[src/rtl/trax_pkg.sv]
// trax_pkg
// Shared definitions for the Trax player core turn sequencer:
//   - seq_state_e  : turn sequencer FSM state encoding (IDLE must stay 0)
//   - ERR_*        : err_code values reported by the sequencer
//   - WHITE/BLACK  : encoding of the own-colour input
//   - MAX_ROW/COL  : main table dimensions used by the table engines
//   - ROUND_W      : width of the saturating round counter
//   - is_wait_state: true for states that wait on an engine done pulse
package trax_pkg;

  typedef enum logic [3:0] {
    ST_IDLE    = 4'd0,
    ST_APPLY   = 4'd1,
    ST_AUTO    = 4'd2,
    ST_COMMIT  = 4'd3,
    ST_SHIFT_D = 4'd4,
    ST_SHIFT_R = 4'd5,
    ST_CHOOSE  = 4'd6,
    ST_TX      = 4'd7,
    ST_ERR     = 4'd8
  } seq_state_e;

  // Timeout shares code 00 with "no error"; err distinguishes the two.
  localparam logic [1:0] ERR_NONE    = 2'b00;
  localparam logic [1:0] ERR_TIMEOUT = 2'b00;
  localparam logic [1:0] ERR_AC_CAP  = 2'b01;
  localparam logic [1:0] ERR_NO_MOVE = 2'b10;
  localparam logic [1:0] ERR_OVERRUN = 2'b11;

  localparam logic WHITE = 1'b0;
  localparam logic BLACK = 1'b1;

  localparam int MAX_ROW = 16;
  localparam int MAX_COL = 16;

  localparam int ROUND_W = 8;

  function automatic logic is_wait_state(input seq_state_e s);
    return (s == ST_APPLY) || (s == ST_AUTO) || (s == ST_COMMIT) ||
           (s == ST_SHIFT_D) || (s == ST_SHIFT_R) || (s == ST_CHOOSE);
  endfunction

endpackage

[src/rtl/trax_edge_pending.sv]
// trax_edge_pending
// Rising-edge detector on the transceiver receive-complete level plus a
// one-deep pending slot for moves that arrive while a turn is in progress.
// Ports:
//   clk, reset   : clock, synchronous active-high reset
//   end_receive  : receive-complete level from the transceiver
//   busy         : sequencer is inside a turn (events must be queued)
//   take         : sequencer is starting a turn from IDLE this cycle
//   rx_evt       : one-cycle event, high the cycle after end_receive rises
//   pending      : a queued event is waiting for IDLE
//   overrun      : an event arrived while the pending slot was already full
module trax_edge_pending (
  input  logic clk,
  input  logic reset,
  input  logic end_receive,
  input  logic busy,
  input  logic take,
  output logic rx_evt,
  output logic pending,
  output logic overrun
);

  logic [1:0] hist_q, hist_d;
  logic       pending_q, pending_d;

  always_comb begin
    hist_d    = {hist_q[0], end_receive};
    rx_evt    = hist_q[0] & ~hist_q[1];
    overrun   = rx_evt & busy & pending_q;
    pending_d = pending_q;
    // When IDLE consumes the slot in the same cycle a fresh event lands,
    // the fresh event takes the slot instead of being lost.
    if (take) begin
      pending_d = pending_q & rx_evt;
    end else if (rx_evt && busy) begin
      pending_d = 1'b1;
    end
  end

  always_ff @(posedge clk) begin
    if (reset) begin
      hist_q    <= 2'b00;
      pending_q <= 1'b0;
    end else begin
      hist_q    <= hist_d;
      pending_q <= pending_d;
    end
  end

  assign pending = pending_q;

endmodule

[src/rtl/trax_turn_sequencer.sv]
// trax_turn_sequencer
// Central phase controller for the Trax player core. On each received move
// it drives the table engines strictly in order, one start/done handshake at
// a time: apply move, auto-complete until stable, commit, shift, choose own
// move, then the same chain for the own move, and finally transmit. When this
// player is white the very first event runs the opening half-turn instead
// (choose, then transmit).
// Optional build macro: TRAX_SEQ_TIMEOUT_EN adds a per-phase watchdog of
// TIMEOUT_CYCLES cycles that forces ERR with err_code 00.
// Ports:
//   clk, reset                 : clock, synchronous active-high reset
//   end_receive                : receive-complete level (rise = move received)
//   color                      : own colour, 0 white / 1 black (first event)
//   upd_start/done, upd_own    : apply-move engine, upd_own selects own move
//   ac_start/done, ac_changed  : auto-complete pass handshake
//   cm_start/done, cm_grow_*   : commit engine and its grow flags
//   sd_start/done, sr_start/done : shift-down / shift-right engines
//   ch_start/done, ch_none     : move chooser, ch_none = no legal move
//   opening                    : white opening half-turn in progress
//   tx_start                   : one-cycle pulse to transmit the chosen move
//   busy, err, err_code        : status (err sticky until reset)
module trax_turn_sequencer
  import trax_pkg::*;
#(
  parameter int AC_MAX_PASSES  = 8,
  parameter int PASS_W         = 4,
  parameter int TIMEOUT_CYCLES = 65535
) (
  input  logic       clk,
  input  logic       reset,
  input  logic       end_receive,
  input  logic       color,
  output logic       upd_start,
  input  logic       upd_done,
  output logic       upd_own,
  output logic       ac_start,
  input  logic       ac_done,
  input  logic       ac_changed,
  output logic       cm_start,
  input  logic       cm_done,
  input  logic       cm_grow_top,
  input  logic       cm_grow_left,
  output logic       sd_start,
  input  logic       sd_done,
  output logic       sr_start,
  input  logic       sr_done,
  output logic       ch_start,
  input  logic       ch_done,
  input  logic       ch_none,
  output logic       opening,
  output logic       tx_start,
  output logic       busy,
  output logic       err,
  output logic [1:0] err_code
);

  // Elaboration-time sanity checks; these blocks only exist for bad configs.
  if ((2 ** PASS_W) <= AC_MAX_PASSES) begin : g_bad_pass_w
    $error("trax_turn_sequencer: PASS_W too narrow for AC_MAX_PASSES");
  end
  if (TIMEOUT_CYCLES < 1) begin : g_bad_timeout
    $error("trax_turn_sequencer: TIMEOUT_CYCLES must be positive");
  end

  seq_state_e          state_q, state_d;
  logic                half_q, half_d;
  logic                opening_q, opening_d;
  logic                upd_own_q, upd_own_d;
  logic                grow_left_q, grow_left_d;
  logic                err_q, err_d;
  logic                busy_q, busy_d;
  logic [1:0]          err_code_q, err_code_d;
  logic [PASS_W-1:0]   pass_q, pass_d;
  logic [ROUND_W-1:0]  round_q, round_d;
  logic                upd_start_q, upd_start_d;
  logic                ac_start_q, ac_start_d;
  logic                cm_start_q, cm_start_d;
  logic                sd_start_q, sd_start_d;
  logic                sr_start_q, sr_start_d;
  logic                ch_start_q, ch_start_d;
  logic                tx_start_q, tx_start_d;

  logic rx_evt;
  logic pending;
  logic overrun;
  logic take;
  logic post_commit;
  logic to_hit;

  trax_edge_pending u_edge (
    .clk         (clk),
    .reset       (reset),
    .end_receive (end_receive),
    .busy        (busy_q),
    .take        (take),
    .rx_evt      (rx_evt),
    .pending     (pending),
    .overrun     (overrun)
  );

`ifdef TRAX_SEQ_TIMEOUT_EN
  localparam int TO_W = $clog2(TIMEOUT_CYCLES + 1);
  logic [TO_W-1:0] to_cnt_q, to_cnt_d;

  assign to_hit = is_wait_state(state_q) && (to_cnt_q == TO_W'(TIMEOUT_CYCLES));

  // Restart the watchdog on every state change; count only while waiting.
  always_comb begin
    to_cnt_d = to_cnt_q;
    if (state_d != state_q) begin
      to_cnt_d = '0;
    end else if (is_wait_state(state_q)) begin
      to_cnt_d = to_cnt_q + TO_W'(1);
    end
  end

  always_ff @(posedge clk) begin
    if (reset) begin
      to_cnt_q <= '0;
    end else begin
      to_cnt_q <= to_cnt_d;
    end
  end
`else
  assign to_hit = 1'b0;
`endif

  always_comb begin
    state_d     = state_q;
    half_d      = half_q;
    opening_d   = opening_q;
    upd_own_d   = upd_own_q;
    grow_left_d = grow_left_q;
    err_code_d  = err_code_q;
    pass_d      = pass_q;
    round_d     = round_q;
    upd_start_d = 1'b0;
    ac_start_d  = 1'b0;
    cm_start_d  = 1'b0;
    sd_start_d  = 1'b0;
    sr_start_d  = 1'b0;
    ch_start_d  = 1'b0;
    tx_start_d  = 1'b0;
    take        = 1'b0;
    post_commit = 1'b0;

    case (state_q)
      ST_IDLE: begin
        if (rx_evt || pending) begin
          take    = 1'b1;
          round_d = (round_q == '1) ? round_q : round_q + ROUND_W'(1);
          // Colour only matters on the very first event of the game.
          if ((round_q == '0) && (color == WHITE)) begin
            opening_d  = 1'b1;
            half_d     = 1'b1;
            state_d    = ST_CHOOSE;
            ch_start_d = 1'b1;
          end else begin
            half_d      = 1'b0;
            upd_own_d   = 1'b0;
            state_d     = ST_APPLY;
            upd_start_d = 1'b1;
          end
        end
      end

      ST_APPLY: begin
        if (upd_done) begin
          pass_d     = '0;
          state_d    = ST_AUTO;
          ac_start_d = 1'b1;
        end
      end

      ST_AUTO: begin
        if (ac_done) begin
          if (!ac_changed) begin
            state_d    = ST_COMMIT;
            cm_start_d = 1'b1;
          end else if ((int'(pass_q) + 1) < AC_MAX_PASSES) begin
            pass_d     = pass_q + PASS_W'(1);
            ac_start_d = 1'b1;
          end else begin
            state_d    = ST_ERR;
            err_code_d = ERR_AC_CAP;
          end
        end
      end

      // grow_top is acted on immediately; only grow_left must survive the
      // shift-down phase.
      ST_COMMIT: begin
        if (cm_done) begin
          grow_left_d = cm_grow_left;
          if (cm_grow_top) begin
            state_d    = ST_SHIFT_D;
            sd_start_d = 1'b1;
          end else if (cm_grow_left) begin
            state_d    = ST_SHIFT_R;
            sr_start_d = 1'b1;
          end else begin
            post_commit = 1'b1;
          end
        end
      end

      ST_SHIFT_D: begin
        if (sd_done) begin
          if (grow_left_q) begin
            state_d    = ST_SHIFT_R;
            sr_start_d = 1'b1;
          end else begin
            post_commit = 1'b1;
          end
        end
      end

      ST_SHIFT_R: begin
        if (sr_done) begin
          post_commit = 1'b1;
        end
      end

      // The opening tile is placed by the engines themselves, so the
      // opening skips straight from choose to transmit.
      ST_CHOOSE: begin
        if (ch_done) begin
          if (ch_none) begin
            state_d    = ST_ERR;
            err_code_d = ERR_NO_MOVE;
          end else if (opening_q) begin
            state_d    = ST_TX;
            tx_start_d = 1'b1;
          end else begin
            half_d      = 1'b1;
            upd_own_d   = 1'b1;
            state_d     = ST_APPLY;
            upd_start_d = 1'b1;
          end
        end
      end

      ST_TX: begin
        opening_d = 1'b0;
        upd_own_d = 1'b0;
        state_d   = ST_IDLE;
      end

      ST_ERR: begin
        state_d = ST_ERR;
      end

      default: begin
        state_d = ST_IDLE;
      end
    endcase

    // After the commit chain, the opponent half continues with our own
    // move choice; the own half ends with transmission.
    if (post_commit) begin
      if (half_q) begin
        state_d    = ST_TX;
        tx_start_d = 1'b1;
      end else begin
        state_d    = ST_CHOOSE;
        ch_start_d = 1'b1;
      end
    end

    if (to_hit) begin
      state_d    = ST_ERR;
      err_code_d = ERR_TIMEOUT;
    end

    // Overrun has the final word: a third move cannot be queued.
    if (overrun) begin
      state_d    = ST_ERR;
      err_code_d = ERR_OVERRUN;
    end

    if (state_d == ST_ERR) begin
      upd_start_d = 1'b0;
      ac_start_d  = 1'b0;
      cm_start_d  = 1'b0;
      sd_start_d  = 1'b0;
      sr_start_d  = 1'b0;
      ch_start_d  = 1'b0;
      tx_start_d  = 1'b0;
    end

    err_d  = err_q | (state_d == ST_ERR);
    busy_d = (state_d != ST_IDLE) && (state_d != ST_ERR);
  end

  always_ff @(posedge clk) begin
    if (reset) begin
      state_q     <= ST_IDLE;
      half_q      <= 1'b0;
      opening_q   <= 1'b0;
      upd_own_q   <= 1'b0;
      grow_left_q <= 1'b0;
      err_q       <= 1'b0;
      busy_q      <= 1'b0;
      err_code_q  <= ERR_NONE;
      pass_q      <= '0;
      round_q     <= '0;
      upd_start_q <= 1'b0;
      ac_start_q  <= 1'b0;
      cm_start_q  <= 1'b0;
      sd_start_q  <= 1'b0;
      sr_start_q  <= 1'b0;
      ch_start_q  <= 1'b0;
      tx_start_q  <= 1'b0;
    end else begin
      state_q     <= state_d;
      half_q      <= half_d;
      opening_q   <= opening_d;
      upd_own_q   <= upd_own_d;
      grow_left_q <= grow_left_d;
      err_q       <= err_d;
      busy_q      <= busy_d;
      err_code_q  <= err_code_d;
      pass_q      <= pass_d;
      round_q     <= round_d;
      upd_start_q <= upd_start_d;
      ac_start_q  <= ac_start_d;
      cm_start_q  <= cm_start_d;
      sd_start_q  <= sd_start_d;
      sr_start_q  <= sr_start_d;
      ch_start_q  <= ch_start_d;
      tx_start_q  <= tx_start_d;
    end
  end

  assign upd_start = upd_start_q;
  assign upd_own   = upd_own_q;
  assign ac_start  = ac_start_q;
  assign cm_start  = cm_start_q;
  assign sd_start  = sd_start_q;
  assign sr_start  = sr_start_q;
  assign ch_start  = ch_start_q;
  assign tx_start  = tx_start_q;
  assign opening   = opening_q;
  assign busy      = busy_q;
  assign err       = err_q;
  assign err_code  = err_code_q;

endmodule

[config.mk]
export PLATFORM = sky130hd
export DESIGN_NAME = trax_turn_sequencer
export DESIGN_NICKNAME = d
export VERILOG_FILES = /design/src/rtl/trax_pkg.sv /design/src/rtl/trax_edge_pending.sv /design/src/rtl/trax_turn_sequencer.sv
export SDC_FILE = /design/constraint.sdc
export NUM_CORES = 1
export LEC_CHECK = 0
export CAP_MARGIN = 25
export CORE_UTILIZATION = 56
export DETAILED_ROUTE_END_ITERATION = 6
export DONT_BUFFER_PORTS = 1
export GPL_TIMING_DRIVEN = 0
export PLACE_DENSITY = 0.77
export RECOVER_POWER = 25
export SYNTH_ARGS = -nofsm -noshare
export SYNTH_HDL_FRONTEND = slang
export SYNTH_SLANG_ARGS = --single-unit
[constraint.sdc]
create_clock -name clk -period 1.9 [get_ports clk]
set_input_delay 0.38 -clock clk [delete_from_list [all_inputs] [get_ports clk]]
set_output_delay 0.38 -clock clk [all_outputs]
set_load 0.03 [all_outputs]
---- Word-level counts from Yosys, hierarchy flattened ----
Index checks and enable logic that the tools add are counted.
storage, ports and cells
  flip-flop bits (word level) ............. 34
  word-level logic and storage cells ...... 166
operators by class
  add/subtract/negate cells ............... 3
  order comparisons ....................... 1
  equality and inequality tests ........... 26
  mux-type cells .......................... 82
  bitwise logic cells ..................... 12
  reduce and logical (&&, ||, !) cells .... 23
operators by type and width
  operator                                                               number
  4-bit two-way mux                                                      18
  1-bit two-way mux                                                      46
  4-bit case mux with 8 select lines                                     1
  2-bit inequality test, second input constant                           10
  4-bit by 3-bit equality test with 1-bit output, second input constant  4
  3-bit inequality test, second input constant                           5
  2-bit two-way mux                                                      6
  6-bit AND reduction                                                    2
  1-bit case mux with 2 select lines                                     5
  5-bit AND reduction                                                    2
  8-bit by 1-bit adder with 8-bit output, second input constant          1
  4-bit by 2-bit equality test with 1-bit output, second input constant  2
  4-bit equality test, second input constant                             2
  8-bit equality test, second input constant                             1
  8-bit logical NOT                                                      1
  4-bit case mux with 2 select lines                                     1
  2-bit nonzero test                                                     4
  4-bit OR reduction                                                     2
  1-bit inverter                                                         7
  3-bit two-way mux                                                      2
  1-bit case mux with 3 select lines                                     2
  3-bit AND reduction                                                    2
  3-bit nonzero test                                                     2
  4-bit by 1-bit adder with 5-bit output, second input constant          1
  other kinds (13)                                                       18

---- Depth between registers and ports, before layout ----
  word-level depth ........................ 10
  gate-level depth with buffers ........... 7
  gate-level depth less buffers ........... 7

---- By module ----
A second synthesis with hierarchy kept.
unflattened totals
  cells, all modules ...................... 195
  area total of the unflattened synthesis .. 1756.7 um^2
modules (own cells, without submodules)
  module               instances  cells each  area an instance (um^2)  sequential area each (um^2)
  trax_turn_sequencer  1          184         1641.6                   620.6
  trax_edge_pending    1          11          115.1                    60.1

---- Least setup slack after synthesis ----
Ideal clock, no wire load.
  path type ............................... register to register
  from .................................... register round_q[0]
  to ...................................... register busy_q, in the netlist busy
  library setup time ...................... 0.133 ns
  data arrival time ....................... 1.767 ns
  required time ........................... 1.767 ns
  slack ................................... -0.001 ns
  cell stages (with the launch flop) ...... 8
  buffers on the path ..................... 0
  clock period less this slack ............ 1.901 ns
  path through ............................ dfxtp_1 -> inv_1 -> ha_1 -> or4b_1 -> o221ai_1 -> nand3_1 -> o311ai_1 -> a31oi_1
between the ends
  longest elaborated chain between the ends .. 9
  elaborated cells on any way between the ends .. 10
RTL lines
  element                                                             RTL line                    RTL
  start, declared                                                     trax_turn_sequencer.sv:74   logic [ROUND_W-1:0] round_q, round_d;
  start signal, assigned                                              trax_turn_sequencer.sv:324  round_q <= round_d;
  8-bit logical NOT *                                                 trax_turn_sequencer.sv:153  if ((round_q == '0) && (color == WHITE)) begin
  1-bit logical AND *                                                 trax_turn_sequencer.sv:153
  3-bit two-way mux *                                                 trax_turn_sequencer.sv:153
  4-bit two-way mux *                                                 trax_turn_sequencer.sv:149  if (rx_evt || pending) begin
  4-bit case mux with 8 select lines *                                trax_turn_sequencer.sv:147  case (state_q)
  4-bit two-way mux *                                                 trax_turn_sequencer.sv:260  if (post_commit) begin
  4-bit two-way mux *                                                 trax_turn_sequencer.sv:276  if (overrun) begin
  4-bit inequality test / 4-bit nonzero test (equally long branches)  trax_turn_sequencer.sv:292  busy_d = (state_d != ST_IDLE) && (state_d != ST_ERR);
  1-bit logical AND *                                                 trax_turn_sequencer.sv:292
  end signal, assigned                                                trax_turn_sequencer.sv:321  busy_q <= busy_d;
  end, declared                                                       trax_turn_sequencer.sv:71   logic busy_q, busy_d;
Every way passes the cells marked *; elsewhere a longest branch is shown, timed or not.
A chain may end at the register's enable or synchronous reset.

---- Worst setup path in the final report ----
Same ends and word-level chain as after synthesis.

==> results.py <==
metrics = {
    "yosys": {
        "synthCells": 206,
        "synthArstFlopShare": 0,
        "ys_warn_count": 0,
        "synth-edff-count": 0,
        "ys_seq_area_frac": 0.381,
        "ys_top_cells_by_area": "dfxtp_1, a21oi_1, nor2_1",
        "synth_most_common_cell": "dfxtp_1",
        "synth_fp_nets": 223,
        "synth_area_leader_cell": "dfxtp_1",
        "netlist_area_um2": 1780,
        "synth_seq_cells": 34,
        "ys_top_cells_by_count": "dfxtp_1, nor2_1, a21oi_1, nand2_1, inv_1",
        "synth_flop_cell": "dfxtp_1",
        "ys_types": 56,
        "yosysTopAreaCellShare": 0.381,
        "avgSynthCellArea_um2": 8.66,
    },
    "clock_network": {
        "clockBufferDepth": 2,
        "cts.hold.buffers_added": 0,
        "htreeDepth": 2,
        "numCtsBuffers": 5,
        "clk_latency_ns": 0.35,
        "root_buffer": "clkbuf_4",
        "clock_sink_count": 34,
        "tritoncts": "built",
        "cts.reportedPaths.clkPinSlew_ns": 0.12,
    },
    "pwr": {
        "p_per_area_nw_per_um2": 874,
        "power_mw": 1.88,
        "p_leak_nw": 0.767,
        "vdd_ir_drop_max_mv": 0.594,
    },
    "setup_path": {
        "required_ns": 2.12,
        "r2r-end": "busy$_SDFF_PP0_",
        "crit_start": "round_q[0]$_SDFFE_PP0P_",
        "timing.rr.start": "round_q[0]$_SDFFE_PP0P_",
        "cp-end-kind": "flop",
        "reg2reg_slack_ns": -0.03,
        "cp_max_fo": 3,
        "worst_r2r_path_depth": 7,
        "cp-start-kind": "flop",
        "arrival_ns": 2.14,
        "path_class": "flop to flop",
        "endpoint": "busy$_SDFF_PP0_",
    },
    "finish": {
        "antennaDiodeCount": 0,
        "layout.cells.non_filler": 267,
        "layout.nets": 239,
        "drive_above_1_share": 0.256,
        "area_delta_synth_final_pct": 20.7,
        "final_util": 0.711,
    },
    "outcome": {
        "status": "finished, violations left",
        "violations": "negative setup slack",
    },
    "placement": {
        "portBuffers": 0,
        "dpl.hpwl_um": 2980,
        "place.gp.congestion": 0.922,
        "placed_cells": 250,
    },
    "sta": {
        "worst_pin_slew_ns": 0.620,
        "max_freq_mhz": 519,
        "fin_crit_sh": 1.01,
        "setup_viol": 3,
        "finalClockSkew_ns": 0.0121,
        "drv_slew": 0,
        "post-route-worst-setup-slack_ns": -0.0265,
        "finalCriticalPeriod_ns": 1.93,
        "rsz0062_at_grt": "true",
        "hold_viol": 0,
        "hold_slack_ns": 0.153,
        "relSlewSlack": 0.587,
    },
    "global_route": {
        "grt_max_degree": 12,
        "grt_antenna_before_repair": 0,
        "grt-ovfl-total": 0,
        "grt_pass1_wl_um": 6890,
        "grtUsageTotal": 0.271,
        "grt_pass1_vias": 1525,
    },
    "route": {
        "post_drt_via_cell_ratio": 6.21,
        "vias": 1658,
        "final_antenna_net_count": 0,
        "firstDrtPassIters": 4,
        "wl_met1_um": 1860,
        "dr_wl_met2_um": 2220,
        "drcViolationCount": 0,
        "wl_met3_um": 303,
        "top_layer_used": "met4",
        "drt_wl_total_um": 4480,
        "drt_iter0_drc": 100,
        "avgRoutedWirePerCell_um": 16.8,
    },
    "run": {
        "cap_violations": 0,
    },
    "floorplanning": {
        "start_util": 0.589,
        "num_rows": 20,
        "io_pins": 27,
        "dieArea_um2": 3420,
        "dieHeight_um": 58.4,
        "core_um2": 3030,
        "dieWidth_um": 58.4,
    },
    "min_path": {
        "hp-class": "primary input to flop",
    },
}
## routing by layer
layer  GRT usage  vias up
li1            -      802
met1       0.327      782
met2       0.424       62
met3      0.0923       12
met4       0.153        0
met5           0        -
## cell usage in the layout (no fill, tap or decap), types with 3 or more instances in the layout
cell type / instances
dfxtp_1: 27
nor2_1: 23
a21oi_1: 18
nand2_1: 13
inv_1: 11
buf_4: 10
nor2b_1: 6
clkbuf_4: 6
o21ai_0: 6
nand3_1: 6
nor3_1: 5
dfxtp_2: 5
and3_1: 4
nand2b_1: 4
a2111oi_4: 3
xnor2_1: 3
a31oi_1: 3
ha_1: 3
## area by class of cell
type                    instances  area, um^2
clock inverters                 3        40.0
repair buffers                  9        67.6
multi-input cells             155        1180
plain buffers                   6        38.8
clock buffers                   5        37.5
flip-flops and latches         34         694
well taps                      44        55.1
fillers                       242         875
inverters                      11        41.3
## worst min path at each step
stage	startpoint	end	slack, ns	cells after the start
floorplan	grow_left_q$_SDFFE_PP0P_	grow_left_q$_SDFFE_PP0P_	0.44	2
CTS	end_receive	u_edge.hist_q[0]$_SDFF_PP0_	0.14	1
detailed placement	grow_left_q$_SDFFE_PP0P_	grow_left_q$_SDFFE_PP0P_	0.47	2
global route	end_receive	u_edge.hist_q[0]$_SDFF_PP0_	0.13	1
finish	cm_grow_top	sd_start$_SDFF_PP0_	0.15	2
global placement	grow_left_q$_SDFFE_PP0P_	grow_left_q$_SDFFE_PP0P_	0.46	2
## registers in the layout, summed over array words and instances, names as in the netlist, 2 cells and up
signal and count:
err_code 2, pass_q 4, state_q 4, u_edge.hist_q 2, round_q 8
## worst max-delay path: stages, from the launching register on
cell	delay, ns
dfxtp_4	0.36
inv_1	0.05
ha_1	0.13
or4b_4	0.51
o221ai_4	0.19
nand3_2	0.11
o311ai_4	0.29
a31oi_1	0.16
## power breakdown
part	switching, mW	internal [mW]	leakage [nW]
registers	0.0876	0.766	0.279
clock network	0.260	0.272	0.0450
logic	0.273	0.223	0.443
total	0.621	1.26	0.767
## metrics by stage
step	area (um^2)	worst slack (ns)	TNS, ns
floorplan	1790	0.0129	0
global placement	1850	-0.251	-1.37
detailed placement	1850	-0.253	-2.00
CTS	2040	-0.0440	-0.0440
global route	2150	-0.0928	-0.321
finish	2150	-0.0265	-0.0582
## cells by family after synthesis
kind of cell	count (synthesis)	synth area share
and+or+nand+nor	88	0.286
DFF	34	0.381
xor gates and xnor gates	5	0.0245
buffers and inverters	17	0.0386
AOI/OAI and AO/OA	55	0.224
adders and majority gates	3	0.0210
muxes	4	0.0238
## timing repair
action,4_1_cts,5_1_grt
buffers inserted,2,7
setup endpoints to repair,19,18
pin swaps,4,8
resized for setup,20,18
(Power assumes the default switching activity.)
